`config.mk`:
```
export PLATFORM = sky130hd
export DESIGN_NAME = galois_lfsr16
export DESIGN_NICKNAME = d
export VERILOG_FILES = /design/src/rtl/test_seq_pkg.sv /design/src/rtl/galois_lfsr16.sv
export SDC_FILE = /design/constraint.sdc
export NUM_CORES = 1
export LEC_CHECK = 0
export ABC_CLOCK_PERIOD_IN_PS = 1400
export BUFFER_PORTS_ARGS = -buffer_cell sky130_fd_sc_hd__buf_2
export CAP_MARGIN = 0
export CELL_PAD_IN_SITES_DETAIL_PLACEMENT = 1
export CELL_PAD_IN_SITES_GLOBAL_PLACEMENT = 2
export CORE_ASPECT_RATIO = 1.25
export CORE_MARGIN = 3
export CORE_UTILIZATION = 28
export DETAILED_ROUTE_END_ITERATION = 6
export PLACE_DENSITY_LB_ADDON = 0.1
export SYNTH_ARGS = -nofsm -noshare
export SYNTH_HDL_FRONTEND = slang
export SYNTH_SLANG_ARGS = --single-unit
export TNS_END_PERCENT = 30
```
`constraint.sdc`:
```
create_clock -name clk -period 1.4 [get_ports clk]
set_input_delay 0.07 -clock clk [delete_from_list [all_inputs] [get_ports clk]]
set_output_delay 0.07 -clock clk [all_outputs]
set_load 0.005 [all_outputs]
```
`src/rtl/test_seq_pkg.sv`:
```
// Shared types and constants for the test iteration sequencer.
package test_seq_pkg;

  typedef enum logic [2:0] {IDLE, CLR, GEN, LAUNCH, WAIT, LOG, FIN} state_e;

  // Galois feedback mask for a maximal-length 16-bit sequence
  localparam logic [15:0] LFSR_TAPS = 16'hB400;

  typedef struct packed {
    logic [7:0]  id;
    logic [7:0]  ch;
    logic [15:0] n_pkt;
    logic        pass;
    logic        tmo;
  } iter_result_t;

  function automatic logic [15:0] lfsr_step(input logic [15:0] s);
    return s[0] ? ((s >> 1) ^ LFSR_TAPS) : (s >> 1);
  endfunction

endpackage

```
`src/rtl/galois_lfsr16.sv`:
```
// 16-bit Galois LFSR with seed load and advance enable; a zero seed is replaced by SEED.
module galois_lfsr16
  import test_seq_pkg::*;
#(
  parameter logic [15:0] SEED = 16'hACE1
) (
  input  logic        clk,
  input  logic        rst_n,
  input  logic        load,
  input  logic [15:0] seed,
  input  logic        adv,
  output logic [15:0] q
);

  always_ff @(posedge clk or negedge rst_n) begin
    if (!rst_n) begin
      q <= SEED;
    end else if (load) begin
      // an all-zero state would lock the register up
      q <= (seed == 16'h0000) ? SEED : seed;
    end else if (adv) begin
      q <= lfsr_step(q);
    end
  end

endmodule

```
; ---- Yosys cells after proc, flatten, opt, wreduce, memory -nomap -nowiden
; Index checks and enable logic that the tools add are counted.
; W data, S select, Z words.
[word_totals]
output_inout_bits = 16
input_bits = 20
reg_bits = 16
wordCells = 8
[op_classes]
n_reduce_logical = 2
bitwise_logic = 1
mux = 4
[op_table]
columns = operator, n
row1 = $mux W16, 4
row2 = $logic_not A16 Y1, 1
row3 = $not A3 Y4, 1
row4 = $reduce_bool A2 Y1, 1

; ---- Longest topological paths before layout
; Gate-level depths: netlist of the first run.
[depth]
word_depth = 4
mapped_depth = 4
ltp_nobuf = 3

; ---- Worst setup path after synthesis of the first run
; No wires, ideal clock.
[synth_path]
path_type = input -> register
startpoint = input seed[10]
endpoint = register q[6]
cell_stages = 3
path_buffers = 0
setup_ps = 61
setup_slack_ps = 41
required_time_ps = 1339
arrival_ps = 1298
path_cell_list = or4_4 o41ai_4 o22a_1
[synth_via]
elab_chain_cells = 3
[synth_rtl]
columns = item, line
row1 = "start, declared", galois_lfsr16.sv:10  ; input logic [15:0] seed,
row2 = $logic_not A16 Y1, galois_lfsr16.sv:20  ; q <= (seed == 16'h0000) ? SEED : seed;
row3 = $mux W16, galois_lfsr16.sv:20
row4 = $mux W16, galois_lfsr16.sv:18  ; end else if (load) begin
row5 = "end signal, assigned", galois_lfsr16.sv:20
row6 = "end signal, assigned", galois_lfsr16.sv:22  ; q <= lfsr_step(q);
row7 = "end, declared", galois_lfsr16.sv:12  ; output logic [15:0] q
; Every way passes these cells.
; A chain may end at the register's enable or synchronous reset.

; ---- Worst setup path after layout of the first run
[layout_path]
startpoint = input seed[10]
endpoint = register q[10]
[layout_via]
elab_chain_cells = 3
[layout_rtl]
columns = item, line
row1 = $logic_not A16 Y1, galois_lfsr16.sv:20
row2 = $mux W16 (*), galois_lfsr16.sv:20
row3 = $mux W16 (*), galois_lfsr16.sv:18
; Every way passes the cells marked *; elsewhere a longest branch is shown, timed or not.

==> reports/metrics.csv, run 1 <==
metric,value,unit
outcome,"complete, but fails checks",
failing checks,negative hold slack,
CP Capture Type,flip-flop,
largest net degree at the start of global routing,17,
CP startpoint kind,input port,
Layout area overhead,39.0,%
CP top delay family,simple AND/OR/NAND/NOR gates,
adder-cell share of the synthesized area,0,%
number of hold buffers added after cts,4,
simple-gate share of the synthesized area,9.42,%
die height,67.1,um
IO buf count,35,
Final nets,137,
grt total ovfl,0,
fin area,0.00116,mm2
Sink Count,16,
Peak VDD IR,0.000451,V
Reg2Reg Depth,3,
reg2reg setup slack,0.26,ns
CTS root buffer,clkbuf_4,
I/O pins,36,
WHS Endpoint,q[4]$_DFFE_PN0P_,
Rel. slew slack,75.2,%
DR WL/cell,14.5,um
Pleak,0.549,nW
crit path time final,1.17,ns
"Setup Fix Bufs, Post-CTS",0,
Starting Density,30.3,%
Slew Limit Fails,0,
worst min path class,input port to flip-flop,
dpl ws,-0.0849,ns
TritonCTS buffer count,3,
Pint,0.846,mW
max_cap viols,0,
first-pass GRT wire length,3620,um
Power Density,1000,mW/mm2
Initial DRT Pass Iterations,2,
Buf/Inv on CP,2,
combinational share of power,23.4,%
Placed Cells incl. Taps,142,
most frequent cells after synthesis,"dfrtp_1 (8), dfstp_2 (8), mux2i_1 (8), nand2_1 (8), o21ai_0 (8)",
switching share of power,27.3,%
slowest CP cell,or4_4,
Worst Max-Slew Pin Slew,0.372,ns
Clock Power Share,27.3,%
Tcrit/Tclk final,83.3,%
"Reg clk slew, reported paths",0.11,ns
Die Width,54.9,um
Non-Filler Instances,150,
Post-Synthesis Cells,71,
ANT cells,0,
worst reg2reg path startpoint,q[0]$_DFFE_PN1P_,
mean post-synth cell area,11.8,um2
Core ar.,0.00276,mm2
CP peak stage delay,0.54,ns
Power Total,1.16,mW
synthesis-stage register bit count,16,
Via density,4.85,
data required time of the critical path,1.64,ns
P_sw,0.318,mW
share of layout cells above drive strength 1,59.5,%
ys async rst share,100,%
antenna-violating nets left,0,
die area,0.00369,mm2
mux share of post-synthesis cell area,17.6,%
DRC marker count from the first detailed-route iteration,1,
vias in the first global route,753,
DPL Wire Length,1670,um
overall routed net length,2180,um
clk_lat worst skew,0.30,ns
Max Fclk,0.857,GHz
worst-path cell chain,buf_2 -> or4_4 -> o41ai_4 -> buf_4 -> o22a_2,
top_reg_cell synth,dfstp_2,
"Hold Vio Cnt, Final",1,
H-tree Lvls,1,
max reg flops,16,
Synth Cell Area,837,um2
Post-synth EDFFs,0,
placed cell area,0.00109,mm2
Finished Core Util,42.2,%
setup TNS,0,ns
Worst Hold Depth,3,
RSZ-0062 raised after global routing,no,
"Most flops, register",q,
xor/xnor share of the synthesized area,3.14,%
GPL Wtd Cong,0.723,
Global Route Usage Sum,13.8,%
Vias,728,
Post-CTS Resized,0,
r2r endpoint,q[10]$_DFFE_PN1P_,
Post-Syn Nets,91,
share of the synthesized area in the top cell type,25.1,%
num rows,21,
CTS tree,yes,
Largest regs,q (16),
critical path peak fanout,5,
Ys Warns,0,
clk buf depth,2,
antenna violations before repair,0,
final worst slack,0.233,ns
count of endpoints failing setup in the final report,0,
register area share after synthesis,49.0,%
worst setup path class,input port to flip-flop,
"Distinct cells, synth",18,
register share of total power,49.3,%
DRC,0,
hold_ws,-0.000812,ns
"Arr. time, crit path",1.41,ns
main combinational cell family by area after synthesis,compound AO/OA/AOI/OAI gates,
top post-synthesis cells by area,"dfstp_2 (25%), dfrtp_1 (24%), mux2i_1 (9.6%), mux2_2 (8.1%), o22a_2 (6.0%)",
Yosys top cell by area,dfstp_2,
Worst Hold Launch,seed[4],
Layout Skew,0.0109,ns
Synth Area in Compound Gates,18.4,%
per-layer routing:
layer	vias to the layer above	share of wire, %	track usage [%]
met2	25	50	22.8
li1	350	-	-
met4	0	1.9	6.38
met3	5	5.8	1.55
met5	-	0	0
met1	348	43	17.7
kinds of logic after synthesis:
kind of cell / after synthesis
xor gates and xnor gates: 3
muxes: 14
AOI/OAI and AO/OA: 19
and+or+nand+nor: 14
buffers and inverters: 5
DFF: 16
power by group through the flow:
stage                     sequential [mW]  clock [mW]  combinational [mW]
after detailed placement            0.584           0               0.270
after global placement              0.582           0               0.267
final                               0.574       0.318               0.272
after global routing                0.585       0.354               0.313
after floorplan                     0.583           0               0.134
after CTS                           0.576       0.328               0.279
cell usage in the layout, fill, tap and decap left out, types with 2 or more instances in the layout:
master	n
nor2_1	2
buf_4	7
clkbuf_4	3
o22a_1	3
mux2_2	6
a21oi_1	2
dfstp_2	8
or4_4	3
dlygate4sd3_1	4
o22a_2	5
mux2i_1	8
buf_2	35
dfrtp_1	8
o21ai_0	8
xnor2_1	2
nand2_1	8
how the worst max path moves through the flow:
stage                  start           endpoint  slack, ns  cells after the start
floorplan           seed[10]   q[6]$_DFFE_PN1P_       0.04                      3
global placement    seed[10]   q[0]$_DFFE_PN1P_      -0.05                      5
detailed placement  seed[10]  q[11]$_DFFE_PN1P_      -0.08                      5
CTS                 seed[10]  q[11]$_DFFE_PN1P_       0.22                      5
global route        seed[10]  q[10]$_DFFE_PN1P_       0.18                      5
finish              seed[10]  q[10]$_DFFE_PN1P_       0.23                      5
worst register-to-register path: stages, from the launching register on:
cell,delay (ns)
dfstp_2,0.62
xnor2_1,0.15
a21oi_1,0.09
o22a_2,0.21
layout make-up:
type,instances,area (um2)
clock buffers,4,36.3
fillers,330,1600
multi-input cells,50,407
flip-flops and latches,16,410
well taps,34,42.5
repair buffers,46,268
Power figures use the tool's default switching activity.
==> run 2: changes to the inputs <==
--- a/config.mk
+++ b/config.mk
@@ -5,7 +5,7 @@
 export SDC_FILE = /design/constraint.sdc
 export NUM_CORES = 1
 export LEC_CHECK = 0
-export ABC_CLOCK_PERIOD_IN_PS = 1400
+export ABC_CLOCK_PERIOD_IN_PS = 1100
 export BUFFER_PORTS_ARGS = -buffer_cell sky130_fd_sc_hd__buf_2
 export CAP_MARGIN = 0
 export CELL_PAD_IN_SITES_DETAIL_PLACEMENT = 1
==> constraint.sdc (replaced) <==
create_clock -name clk -period 1.1 [get_ports clk]
set_input_delay 0.055 -clock clk [delete_from_list [all_inputs] [get_ports clk]]
set_output_delay 0.055 -clock clk [all_outputs]
set_load 0.005 [all_outputs]
==> run 2 against run 1 <==
  * The run ends with negative setup slack left
  * Clock-buffer cell count is the same
  * Critical endpoint unchanged
  * Setup slack lost 0.29 ns
  * Via count grew 0.96%
  * Critical path type unchanged
  * Global-route usage shrank 0.27 points
  * Core utilization grew 2.0 points
  * Sequential share of layout area shrank 1.6 points
  * Die area is the same
  * Cell count grew 2.7%
  * Largest power group unchanged
==> reports/metrics.csv, run 2 (synthesis gave the netlist of run 1 again) <==
metric,value,unit,change
outcome,"complete, but fails checks",,
failing checks,negative setup slack,,
GPL Wtd Cong,0.715,,-1.0%
most frequent cells in the layout,"buf_2 (30), buf_4 (12)",,
final worst slack,-0.0612,ns,-0.295 ns
Global Route Usage Sum,13.6,%,-0.27 points
"Arr. time, crit path",1.39,ns,-0.02 ns
Slew Limit Fails,0,,unchanged
Non-Filler Instances,154,,+2.7%
crit path time final,1.16,ns,
first-pass GRT wire length,3620,um,unchanged
"commonest non-fill, non-tap cell in the layout",buf_2,,
Final nets,141,,+2.9%
Peak VDD IR,0.000592,V,+31%
antenna-violating nets left,0,,unchanged
CP peak stage delay,0.53,ns,about the same
"Hold Vio Cnt, Final",0,,-1
IO buf count,35,,unchanged
placed cell area,0.00112,mm2,+2.8%
Core ar.,0.00276,mm2,unchanged
Vias,735,,+0.96%
CTS root buffer,clkbuf_4,,
RSZ-0062 raised after global routing,yes,,
worst setup path class,input port to flip-flop,,
max_cap viols,0,,unchanged
Worst Max-Slew Pin Slew,0.362,ns,-0.0104 ns
clk buf depth,2,,unchanged
vias in the first global route,799,,+6.1%
data required time of the critical path,1.33,ns,-0.31 ns
Rel. slew slack,75.9,%,+0.69 points
Initial DRT Pass Iterations,3,,+1
CP top delay family,simple AND/OR/NAND/NOR gates,,
Buf/Inv on CP,2,,unchanged
Layout Skew,0.00365,ns,-0.00726 ns
fin area,0.00122,mm2,+4.8%
clk_lat worst skew,0.28,ns,-0.02 ns
antenna violations before repair,0,,unchanged
largest net degree at the start of global routing,17,,unchanged
num rows,21,,unchanged
DPL Wire Length,1730,um,+3.6%
critical path peak fanout,5,,unchanged
"Most flops, register",q,,
dpl ws,-0.366,ns,-0.282 ns
I/O pins,36,,unchanged
"Reg clk slew, reported paths",0.09,ns,-0.02 ns
slowest CP cell,or4_4,,
setup TNS,-0.342,ns,-0.342 ns
Sink Count,16,,unchanged
ANT cells,0,,unchanged
die area,0.00369,mm2,unchanged
CP Capture Type,flip-flop,,
DRC marker count from the first detailed-route iteration,14,,+13
max reg flops,16,,unchanged
Layout fillers,327,,-0.91%
Starting Density,30.3,%,unchanged
TritonCTS buffer count,3,,unchanged
Die Width,54.9,um,unchanged
Max Fclk,0.861,GHz,
grt total ovfl,0,,unchanged
H-tree Lvls,1,,unchanged
CTS tree,yes,,
Layout area overhead,45.7,%,
Largest regs,q (16),,
CP startpoint kind,input port,,
Tcrit/Tclk final,106,%,
Power Density,1170,mW/mm2,+17%
die height,67.1,um,unchanged
overall routed net length,2200,um,+0.78%
Pleak,0.579,nW,+5.5%
count of endpoints failing setup in the final report,9,,+9
worst-path cell chain,buf_6 -> or4_4 -> o41ai_4 -> buf_4 -> o22a_2,,
Via density,4.77,,-1.7%
DRC,0,,unchanged
Placed Cells incl. Taps,146,,+2.8%
DR WL/cell,14.3,um,-1.8%
share of layout cells above drive strength 1,61.7,%,+2.2 points
worst min path class,input port to flip-flop,,
-- run 2: layer usage --
metal / GRT usage (%) / up-vias / part of all wire, % / routed length [um]
met5: 0 / - / 0 / 0
met4: 3.65 / 0 / 0.59 / 13
met3: 2.43 / 2 / 5.2 / 114
met2: 23.8 / 23 / 51 / 1130
met1: 16.6 / 349 / 43 / 940
li1: - / 361 / - / -
-- run 2: worst reg2reg max path: stages (launching register included) --
cell	delay [ns]
dfstp_2	0.64
xnor2_1	0.14
a21oi_1	0.08
o22a_2	0.19
-- run 2: layout make-up --
cell class,count,area (um2),share of cell area (%)
multi-input combinational,50,414,33.9
tap,34,42.5,3.49
timing repair buffer,50,327,26.8
clock buffer,4,26.3,2.15
sequential,16,410,33.6
-- run 2: what timing repair did --
item                       in CTS  in global routing
hold buffers                    2                  1
setup endpoints to repair      10                 10
resized for setup               2                  5
pin swaps                       6                  3
buffers inserted                0                  1
hold endpoints to repair       17                  1
-- run 2: metrics by stage --
step / utilization [%] / power [mW] / hold slack, ns
4_1_cts: 42.6 / 1.43 / 0.00705
2_1_floorplan: - / 0.913 / -0.241
6_report: 44.2 / 1.42 / 0.00988
3_3_place_gp: 40.5 / 1.09 / -0.00215
5_1_grt: 44.2 / 1.55 / 0.00435
3_5_place_dp: 40.5 / 1.10 / -0.0104
-- run 2: final timing paths --
| kind | startpoint | to | slack [ns] | cells past startpoint |
|---|---|---|---|---|
| min in group asynchronous | rst_n | q[3]$_DFFE_PN0P_ | 0.21 | 2 |
| worst max-delay path | seed[2] | q[10]$_DFFE_PN1P_ | -0.06 | 5 |
| worst min register to register | q[12]$_DFFE_PN0P_ | q[12]$_DFFE_PN0P_ | 0.59 | 2 |
| max in group asynchronous | rst_n | q[13]$_DFFE_PN1P_ | 0.58 | 2 |
| worst min-delay path | seed[14] | q[14]$_DFFE_PN0P_ | 0.01 | 3 |
| worst max register to register | q[0]$_DFFE_PN1P_ | q[10]$_DFFE_PN1P_ | -0.02 | 3 |
-- run 2: power breakdown --
| group | leakage [nW] | total (mW) | switching (mW) | internal (mW) |
|---|---|---|---|---|
| combinational | 0.383 | 0.374 | 0.150 | 0.224 |
| clock | 0.0150 | 0.315 | 0.175 | 0.140 |
| sequential | 0.181 | 0.735 | 0.0573 | 0.678 |
==> run 3: changes to the inputs <==
--- a/config.mk
+++ b/config.mk
@@ -15,6 +15,7 @@
 export CORE_UTILIZATION = 28
 export DETAILED_ROUTE_END_ITERATION = 6
 export PLACE_DENSITY_LB_ADDON = 0.1
+export SKIP_CTS_REPAIR_TIMING = 1
 export SYNTH_ARGS = -nofsm -noshare
 export SYNTH_HDL_FRONTEND = slang
 export SYNTH_SLANG_ARGS = --single-unit
==> run 3 against run 2 <==
  * The flow finishes with violations (negative hold slack, negative setup slack)
  * Register-to-register slack about the same
  * Largest cell class is now sequential cells
  * Cell count fell by 1.9%
  * Via count is 0.68% lower
  * Clock power hardly changed
  * Core utilization down 2.0 points
  * Non-clock buffer count is 3 lower
  * Critical path depth unchanged
  * Sequential share of layout area rose by 1.6 points
  * Sequential cell count unchanged
  * Critical path type unchanged
==> reports/metrics.csv, run 3 (synthesis gave the netlist of run 1 again) <==
metric,value,unit,change
worst-path cell chain,buf_6 -> or4_4 -> o41ai_4 -> buf_4 -> o22a_1,,
CP top delay family,simple AND/OR/NAND/NOR gates,,
CP peak stage delay,0.54,ns,about the same
Worst Max-Slew Pin Slew,0.362,ns,+0.0000393 ns
CTS root buffer,clkbuf_4,,
share of layout cells above drive strength 1,61.5,%,-0.13 points
combinational share of power,25.2,%,-1.1 points
multi-input logic area,407,um2,-1.8%
DPL Wire Length,1730,um,unchanged
die area,0.00369,mm2,unchanged
overall routed net length,2180,um,-0.96%
most frequent cells in the layout,"buf_2 (33), buf_4 (11)",,
Rel. slew slack,75.9,%,about the same
Slew Limit Fails,0,,unchanged
TritonCTS buffer count,3,,unchanged
worst min path class,input port to flip-flop,,
Starting Density,30.3,%,unchanged
Tcrit/Tclk final,107,%,+0.98 points
P_sw,0.377,mW,-1.3%
num rows,21,,unchanged
Crit. path cell count,5,,unchanged
fin area,0.00117,mm2,-4.4%
Critical path origin,seed[9],,
antenna-violating nets left,0,,unchanged
failing checks,"negative hold slack, negative setup slack",,
"Most flops, register",q,,
Worst Hold Depth,3,,unchanged
vias in the first global route,783,,-2.0%
dpl ws,-0.366,ns,unchanged
worst reg2reg path startpoint,q[0]$_DFFE_PN1P_,,
Buf/Inv on CP,2,,unchanged
antenna violations before repair,0,,unchanged
register share of total power,52.3,%,+0.7 points
Layout area overhead,39.3,%,
Layout Skew,0.00397,ns,+0.000316 ns
DRC,0,,unchanged
crit path time final,1.17,ns,+0.0108 ns
Die Width,54.9,um,unchanged
max reg flops,16,,unchanged
switching share of power,26.9,%,+0.11 points
hold_ws,-0.0221,ns,-0.0320 ns
DRC marker count from the first detailed-route iteration,10,,-4
Initial DRT Pass Iterations,2,,-1
"Hold Vio Cnt, Final",1,,+1
Max Fclk,0.853,GHz,-0.92%
Largest regs,q (16),,
"commonest non-fill, non-tap cell in the layout",buf_2,,
Power Density,1200,mW/mm2,+2.8%
Core ar.,0.00276,mm2,unchanged
placed cell area,0.00112,mm2,unchanged
CTS tree,yes,,
Final nets,138,,-2.1%
Clock Power Share,22.5,%,+0.4 points
data required time of the critical path,1.32,ns,about the same
Global Route Usage Sum,13.4,%,-0.18 points
clk buf depth,2,,unchanged
CP startpoint kind,input port,,
r2r endpoint,q[13]$_DFFE_PN1P_,,
I/O pins,36,,unchanged
clk_lat worst skew,0.28,ns,about the same
count of endpoints failing setup in the final report,8,,-1
GPL Wtd Cong,0.715,,unchanged
CP Capture Type,flip-flop,,
Sink Count,16,,unchanged
Pint,1.02,mW,-1.9%
critical path peak fanout,5,,unchanged
Vias,730,,-0.68%
Peak VDD IR,0.000588,V,-0.70%
ANT cells,0,,unchanged
IO buf count,35,,unchanged
first-pass GRT wire length,3570,um,-1.5%
Reg area,410,um2,unchanged
largest net degree at the start of global routing,17,,unchanged
critical path endpoint,q[0]$_DFFE_PN1P_,,
H-tree Lvls,1,,unchanged
outcome,"complete, but fails checks",,
Pleak,0.554,nW,-4.4%
max_cap viols,0,,unchanged
RSZ-0062 raised after global routing,yes,,
slowest CP cell,or4_4,,
"Arr. time, crit path",1.40,ns,about the same
grt total ovfl,0,,unchanged
Reg2Reg Depth,3,,unchanged
Via density,4.83,,+1.3%
final worst slack,-0.0720,ns,-0.0108 ns
Layout fillers,330,,+0.92%
worst setup path class,input port to flip-flop,,
reg2reg setup slack,-0.01,ns,about the same
DR WL/cell,14.4,um,+1.0%
"Reg clk slew, reported paths",0.09,ns,about the same
die height,67.1,um,unchanged
-- run 3: power groups by stage --
| stage | Combinational [mW] | Sequential (mW) | Clock [mW] |
|---|---|---|---|
| after floorplan | 0.171 | 0.742 | 0 |
| after global placement | 0.350 | 0.741 | 0 |
| after detailed placement | 0.353 | 0.744 | 0 |
| after CTS | 0.355 | 0.734 | 0.333 |
| after global routing | 0.403 | 0.744 | 0.376 |
| final | 0.352 | 0.732 | 0.315 |
-- run 3: stage by stage --
stage	utilization [%]	std cells	power (mW)	hold slack [ns]	setup TNS [ns]
after floorplan	-	71	0.913	-0.241	-1.87
final	42.3	151	1.40	-0.0221	-0.334
after global placement	40.5	146	1.09	-0.00215	-2.68
after global routing	42.3	151	1.52	0.00384	-0.585
after detailed placement	40.5	146	1.10	-0.0104	-2.79
after CTS	41.5	150	1.42	-0.325	-0.514
-- run 3: how the worst min path moves through the flow --
| stage | startpoint | to | slack, ns |
|---|---|---|---|
| after floorplan | rst_n | q[12]$_DFFE_PN0P_ | -0.24 |
| after global placement | rst_n | q[8]$_DFFE_PN0P_ | -0.002 |
| after detailed placement | rst_n | q[8]$_DFFE_PN0P_ | -0.01 |
| after CTS | rst_n | q[4]$_DFFE_PN0P_ | -0.33 |
| after global routing | seed[1] | q[1]$_DFFE_PN0P_ | 0.004 |
| final | seed[1] | q[1]$_DFFE_PN0P_ | -0.02 |
-- run 3: area by class of cell --
class	instances	share of cell area, %
flip-flops and latches	16	35.2
multi-input cells	50	34.9
repair buffers	47	24.0
well taps	34	3.65
clock buffers	4	2.25
-- run 3: per-layer routing --
layer	wire length, um	up-vias	part of all wire [%]	global-route usage (%)
li1	-	354	-	-
met1	917	351	42	16.6
met2	1120	23	52	23.2
met3	121	2	5.6	2.43
met4	13	0	0.60	3.65
met5	0	-	0	0
-- run 3: worst min-delay path: stages --
cell     delay [ns]
buf_6          0.07
nand2_1        0.04
o21ai_0        0.06
